File: src/rtl/seq_pkg.sv
// ---------------------------------------------------------------------------
// seq_pkg
// Shared types and constants for the restricted symbol scheduler.
//   state_e    : scheduler FSM states (IDLE, PRIME, RUN)
//   SYM_W      : width of one symbol
//   BLK_W      : width of one 4-symbol block (symbol k in bits [2k+1:2k])
//   RND_W      : width of the LFSR handed to the generator
//   LFSR_TAPS  : feedback tap mask (bits 12, 3, 2, 0)
//   blk_sym()  : extracts symbol idx from a packed block
// ---------------------------------------------------------------------------
package seq_pkg;

    typedef enum logic [1:0] {
        IDLE  = 2'd0,
        PRIME = 2'd1,
        RUN   = 2'd2
    } state_e;

    localparam int SYM_W = 2;
    localparam int BLK_W = 8;
    localparam int RND_W = 13;
    localparam int IDX_W = 2;
    localparam int CNT_W = 16;

    localparam logic [RND_W-1:0] LFSR_TAPS = 13'h100D;

    function automatic logic [SYM_W-1:0] blk_sym(input logic [BLK_W-1:0] blk,
                                                 input logic [IDX_W-1:0] idx);
        return blk[idx*SYM_W +: SYM_W];
    endfunction

endpackage

File: src/rtl/seq_lfsr13.sv
// ---------------------------------------------------------------------------
// seq_lfsr13
// 13-bit Fibonacci LFSR, shifting left with the XOR of the tapped bits
// entering at bit 0. Advances only when step is high; load has priority.
// The update is a bijection, so a nonzero state can never reach zero.
//   clk, rst_n : clock, asynchronous active-low reset (state <- RESET_VAL)
//   step       : advance one position
//   load       : replace state with load_val (caller guarantees nonzero)
//   load_val   : value to load
//   q          : current state
// ---------------------------------------------------------------------------
module seq_lfsr13
    import seq_pkg::*;
#(
    parameter logic [RND_W-1:0] RESET_VAL = 13'h1ACE
) (
    input  logic             clk,
    input  logic             rst_n,
    input  logic             step,
    input  logic             load,
    input  logic [RND_W-1:0] load_val,
    output logic [RND_W-1:0] q
);

    logic [RND_W-1:0] lfsr_d;
    logic [RND_W-1:0] lfsr_q;

    always_comb begin
        lfsr_d = lfsr_q;
        if (load) begin
            lfsr_d = load_val;
        end else if (step) begin
            lfsr_d = {lfsr_q[RND_W-2:0], ^(lfsr_q & LFSR_TAPS)};
        end
    end

    // NOTE: state flops use non-blocking assignments so every flop samples
    // the pre-edge values of its neighbours, independent of block order.
    always_ff @(posedge clk or negedge rst_n) begin
        if (!rst_n) begin
            lfsr_q <= RESET_VAL;
        end else begin
            lfsr_q <= lfsr_d;
        end
    end

    assign q = lfsr_q;

endmodule

File: src/rtl/restricted_seq_scheduler.sv
// ---------------------------------------------------------------------------
// restricted_seq_scheduler
// Drives an external combinational restricted-move generator and streams its
// 4-symbol blocks out over a valid/ready handshake. While the current block
// (cur) is being emitted, the following block (nxt) is prefetched so blocks
// follow each other with no bubbles.
//   clk, rst_n          : clock, asynchronous active-low reset
//   start, stop         : level controls; stop wins and forces IDLE
//   seed_load, seed     : reload the LFSR in IDLE (seed==0 reloads SEED)
//   prob                : head-placement probability, captured on IDLE->PRIME
//   gen_random          : LFSR state presented to the generator
//   gen_restricted      : symbol the generator must not lead with
//   gen_prob            : captured prob presented to the generator
//   gen_seq             : generator result, symbol k in bits [2k+1:2k]
//   sym_valid, sym      : registered output symbol stream
//   sym_ready           : consumer ready
//   block_cnt           : completed 4-symbol blocks since reset (wrapping)
// ---------------------------------------------------------------------------
module restricted_seq_scheduler
    import seq_pkg::*;
#(
    parameter logic [RND_W-1:0] SEED = 13'h1ACE
) (
    input  logic             clk,
    input  logic             rst_n,
    input  logic             start,
    input  logic             stop,
    input  logic             seed_load,
    input  logic [RND_W-1:0] seed,
    input  logic [2:0]       prob,
    output logic [RND_W-1:0] gen_random,
    output logic [SYM_W-1:0] gen_restricted,
    output logic [2:0]       gen_prob,
    input  logic [BLK_W-1:0] gen_seq,
    output logic             sym_valid,
    output logic [SYM_W-1:0] sym,
    input  logic             sym_ready,
    output logic [CNT_W-1:0] block_cnt
);

    state_e           state_q, state_d;
    logic [BLK_W-1:0] cur_q, cur_d;
    logic [BLK_W-1:0] nxt_q, nxt_d;
    logic             nxt_valid_q, nxt_valid_d;
    logic [IDX_W-1:0] idx_q, idx_d;
    logic [SYM_W-1:0] last_sym_q, last_sym_d;
    logic [2:0]       prob_q, prob_d;
    logic [CNT_W-1:0] block_cnt_q, block_cnt_d;
    logic             sym_valid_q, sym_valid_d;
    logic [SYM_W-1:0] sym_q, sym_d;

    logic             lfsr_step;
    logic             lfsr_load;
    logic [RND_W-1:0] lfsr_load_val;
    logic             handshake;
    logic             swap;

    // A zero seed would lock the LFSR, so it falls back to SEED.
    assign lfsr_load     = (state_q == IDLE) && seed_load;
    assign lfsr_load_val = (seed == '0) ? SEED : seed;

    seq_lfsr13 #(
        .RESET_VAL (SEED)
    ) u_lfsr (
        .clk      (clk),
        .rst_n    (rst_n),
        .step     (lfsr_step),
        .load     (lfsr_load),
        .load_val (lfsr_load_val),
        .q        (gen_random)
    );

    // In RUN the only generator capture is the prefetch of nxt, which must
    // avoid leading with the last symbol of cur.
    assign gen_restricted = (state_q == RUN) ? cur_q[BLK_W-1 -: SYM_W] : last_sym_q;

    assign handshake = (state_q == RUN) && sym_valid_q && sym_ready && !stop;
    assign swap      = handshake && (idx_q == IDX_W'(3));

    // NOTE: every signal assigned here gets a default first, so no path can
    // leave a value unassigned and infer a latch.
    always_comb begin
        state_d     = state_q;
        cur_d       = cur_q;
        nxt_d       = nxt_q;
        nxt_valid_d = nxt_valid_q;
        idx_d       = idx_q;
        last_sym_d  = last_sym_q;
        prob_d      = prob_q;
        block_cnt_d = block_cnt_q;
        lfsr_step   = 1'b0;

        if (stop) begin
            state_d     = IDLE;
            cur_d       = '0;
            nxt_d       = '0;
            nxt_valid_d = 1'b0;
            idx_d       = '0;
        end else begin
            unique case (state_q)
                IDLE: begin
                    if (start) begin
                        state_d = PRIME;
                        prob_d  = prob;
                    end
                end
                PRIME: begin
                    cur_d     = gen_seq;
                    idx_d     = '0;
                    lfsr_step = 1'b1;
                    state_d   = RUN;
                end
                RUN: begin
                    if (handshake) begin
                        last_sym_d = sym_q;
                        if (swap) begin
                            cur_d       = nxt_q;
                            idx_d       = '0;
                            nxt_valid_d = 1'b0;
                            block_cnt_d = block_cnt_q + CNT_W'(1);
                        end else begin
                            idx_d = idx_q + IDX_W'(1);
                        end
                    end
                    // Prefetch lands a full block ahead of the swap, so the
                    // swap always finds nxt valid.
                    if (!nxt_valid_q && !swap) begin
                        nxt_d       = gen_seq;
                        nxt_valid_d = 1'b1;
                        lfsr_step   = 1'b1;
                    end
                end
                default: state_d = IDLE;
            endcase
        end

        sym_valid_d = (state_d == RUN);
        sym_d       = blk_sym(cur_d, idx_d);
    end

    always_ff @(posedge clk or negedge rst_n) begin
        if (!rst_n) begin
            state_q     <= IDLE;
            cur_q       <= '0;
            nxt_q       <= '0;
            nxt_valid_q <= 1'b0;
            idx_q       <= '0;
            last_sym_q  <= '0;
            prob_q      <= '0;
            block_cnt_q <= '0;
            sym_valid_q <= 1'b0;
            sym_q       <= '0;
        end else begin
            state_q     <= state_d;
            cur_q       <= cur_d;
            nxt_q       <= nxt_d;
            nxt_valid_q <= nxt_valid_d;
            idx_q       <= idx_d;
            last_sym_q  <= last_sym_d;
            prob_q      <= prob_d;
            block_cnt_q <= block_cnt_d;
            sym_valid_q <= sym_valid_d;
            sym_q       <= sym_d;
        end
    end

    assign gen_prob  = prob_q;
    assign sym_valid = sym_valid_q;
    assign sym       = sym_q;
    assign block_cnt = block_cnt_q;

endmodule

File: config.mk
export PLATFORM = sky130hd
export DESIGN_NAME = restricted_seq_scheduler
export DESIGN_NICKNAME = d
export VERILOG_FILES = /design/src/rtl/seq_pkg.sv /design/src/rtl/seq_lfsr13.sv /design/src/rtl/restricted_seq_scheduler.sv
export SDC_FILE = /design/constraint.sdc
export NUM_CORES = 1
export LEC_CHECK = 0
export BUFFER_PORTS_ARGS = -buffer_cell sky130_fd_sc_hd__buf_2
export CAP_MARGIN = 0
export CORE_MARGIN = 2
export CORE_UTILIZATION = 25
export DETAILED_ROUTE_END_ITERATION = 12
export PLACE_DENSITY = 0.44
export RECOVER_POWER = 50
export SLEW_MARGIN = 10
export SYNTH_ARGS = -nofsm -noshare
export SYNTH_HDL_FRONTEND = slang
export SYNTH_SLANG_ARGS = --single-unit
File: constraint.sdc
create_clock -name clk -period 2.4 [get_ports clk]
set_clock_uncertainty 0.15 [all_clocks]
set_input_delay 0.48 -clock clk [delete_from_list [all_inputs] [get_ports clk]]
set_output_delay 0.48 -clock clk [all_outputs]
set_load 0.03 [all_outputs]
==> results.cfg <==
[logic_synthesis]
syn_area_per_cell_sq_um = 11.13
yosysUniqueCellTypes = 46
async_flop_share = 1.000
synth-edff-count = 0
synth.net_count = 289
yosysTopAreaCell = dfrtp_1
synth_seq_cells = 58
yosys.area.top_type_share = 0.4444
syn_area_sq_um = 2815
ys_seq_area_frac = 0.5191
synthCells = 253
synth.area.top_cells = dfrtp_1 (44%), dfstp_2 (7.5%), mux2i_1 (6.4%)
synthFlopType = dfrtp_1
ys_warn_count = 0

[layout]
num-fill-cells = 1166
drive_above_1_share = 0.3256
multi_input_area_sq_um = 1308
seq_area_sq_um = 1461
area_growth_pct = 31.47
finalNetCount = 378
layout_commonest_cell = buf_2
stdcell_count = 487
antenna_cells = 0
mostFrequentLayoutCells = buf_2 (53), dfrtp_1 (50), nor2_1 (25)

[timing]
period_needed_ns = 2.300
fin_crit_sh = 0.9585
final_hold_viol_count = 0
setup_viol_count_final = 0
setup_ws_ns = 0.09971
slew_headroom = 0.4703
slew_violations = 0
max_freq_ghz = 0.4347
tightest_slew_ns = 0.7945
rsz0062_at_grt = true

[floorplanning]
die_area_sq_um = 12130
fp.dieH_um = 110.1
boundaryPins = 67
initial_core_util = 0.2574
rows = 38
core_sq_um = 10940
die_x_um = 110.1

[clocking]
h-tree-depth = 3
clockRootBuffer = clkbuf_16
clk_pin_slew_ns = 0.05
cts_sinks = 58
clock_path_buffers = 2
cts_tree = done
clk_latency_ns = 0.32
cts_buffers = 9

[grt]
antenna_found_initial = 0
grt_max_degree = 26
first_global_vias = 2306
grt-ovfl-total = 0
grt_pass1_wl_mm = 11.64
gr-usage-all-layers = 0.1267

[job]
maxCapViolCount = 0

[routing]
drt_iter0_drc = 95
viasPerCell = 4.528
num_vias = 2205
drc = 0
ant_nets = 0
drt-total-wl_mm = 7.041
drt_pass1_iterations = 4
wire_per_inst_um = 14.46

[placement]
finalWeightedCongestion = 0.7851
io_buffer_count = 66
dp.cells = 466
post-place-ws_ns = 0.1102
post-dp-hpwl_mm = 5.239

[critical_path]
cp_cell_sequence = inv_2, ha_4, buf_4, mux2_2, buf_2
path_class = register to primary output
worst_setup_path_end_kind = primary output
crit_arrival_ns = 1.67
crit_path_max_incr_delay_ns = 0.43
required_ns = 1.77
cp_max_fo = 5
critical-path-slowest-cell = dfrtp_1
r2r_slack_ns = 0.1
critPathLaunchType = register

[hold_path]
hold_path_class = input port to register

[run_status]
status = complete, no violations

[power_and_ir_drop]
vdd_drop_max_mv = 0.4217
power.leakage_nw = 1.779
power.density_nw_per_um2 = 953.3
cell families (layout without fill, tap and decap cells):
kind of cell | after synthesis | after routing | synth area share
compound gates | 40 | 40 | 0.1116
xor+xnor | 18 | 18 | 0.05600
fa+ha+maj | 6 | 6 | 0.02667
buf+inv | 13 | 107 | 0.02177
flops | 58 | 58 | 0.5191
mux | 26 | 26 | 0.09600
simple gates | 92 | 92 | 0.1689
metrics by stage:
| step | util | hold slack [ns] | setup TNS (ns) | total power, mW | cell area, sq um |
|---|---|---|---|---|---|
| detailed placement | 0.3105 | 0.2595 | 0 | 2.344 | 3396 |
| floorplan | - | 0.03441 | 0 | 2.010 | 2815 |
| finish | 0.3384 | 0.2325 | 0 | 3.528 | 3701 |
| CTS | 0.3386 | 0.2168 | 0 | 3.592 | 3702 |
| global placement | 0.3105 | 0.2617 | 0 | 2.337 | 3396 |
| global route | 0.3384 | 0.2291 | -0.03162 | 3.742 | 3701 |
metal layers:
layer / routed length (um) / GRT usage / part of all wire
met5: 0 / 0 / 0
met2: 3155 / 0.1954 / 0.45
met1: 3408 / 0.1662 / 0.48
met4: 102 / 0.05089 / 0.014
met3: 374 / 0.03762 / 0.053
registers in the layout (all words and copies together) (netlist names):
| name | count |
|---|---|
| nxt_valid_q | 1 |
| u_lfsr.q | 13 |
| gen_prob | 3 |
| last_sym_q | 2 |
| state_q | 2 |
| sym_valid | 1 |
| cur_q | 8 |
| nxt_q | 8 |
| sym | 2 |
| block_cnt | 16 |
| idx_q | 2 |
where the power goes:
part	switching, mW	internal (mW)	leakage [nW]
clock	0.423	0.779	0.143
sequential	0.137	1.19	0.761
combinational	0.641	0.356	0.876
total	1.20	2.33	1.78
cell usage after synthesis, types with 7 or more instances:
cell,number
mux2i_1,18
a21oi_1,7
nor2_1,25
o21ai_1,7
xnor2_1,10
and3_1,9
xor2_1,8
nand3_1,13
dfstp_2,8
and2_1,7
nand2_1,18
dfrtp_1,50
critical path: cells and delay by family (launching register included):
family,cells,cell delay [ns]
fa+ha+maj,1,0.16
buf+inv,3,0.43
flops,1,0.43
mux,1,0.34
area by class of cell:
class | instances | area share
clock buffers | 14 | 0.07404
well taps | 140 | 0.04733
repair buffers | 84 | 0.1207
multi-input cells | 182 | 0.3533
clock inverters | 2 | 0.002705
flip-flops and latches | 58 | 0.3949
inverters | 7 | 0.007099
what timing repair did:
item                                   CTS  global route
resized for setup                        2             2
setup buffers                            0             4
hold buffers                             1             0
setup endpoints to repair                2             4
endpoints found under the hold margin    4             0
pin swaps                                0             1
gates cloned                             0             0
worst paths after layout:
kind,cells past startpoint,start,endpoint
max,5,state_q[0],gen_restricted[0]
min,3,seed[10],u_lfsr.q[10]
max reg2reg,7,state_q[0],sym[0]
min reg2reg,1,block_cnt[15],block_cnt[15]
max in group asynchronous,3,rst_n,gen_prob[0]
min in group asynchronous,2,rst_n,u_lfsr.q[10]
No activity file was read; power rests on OpenSTA's default activity.
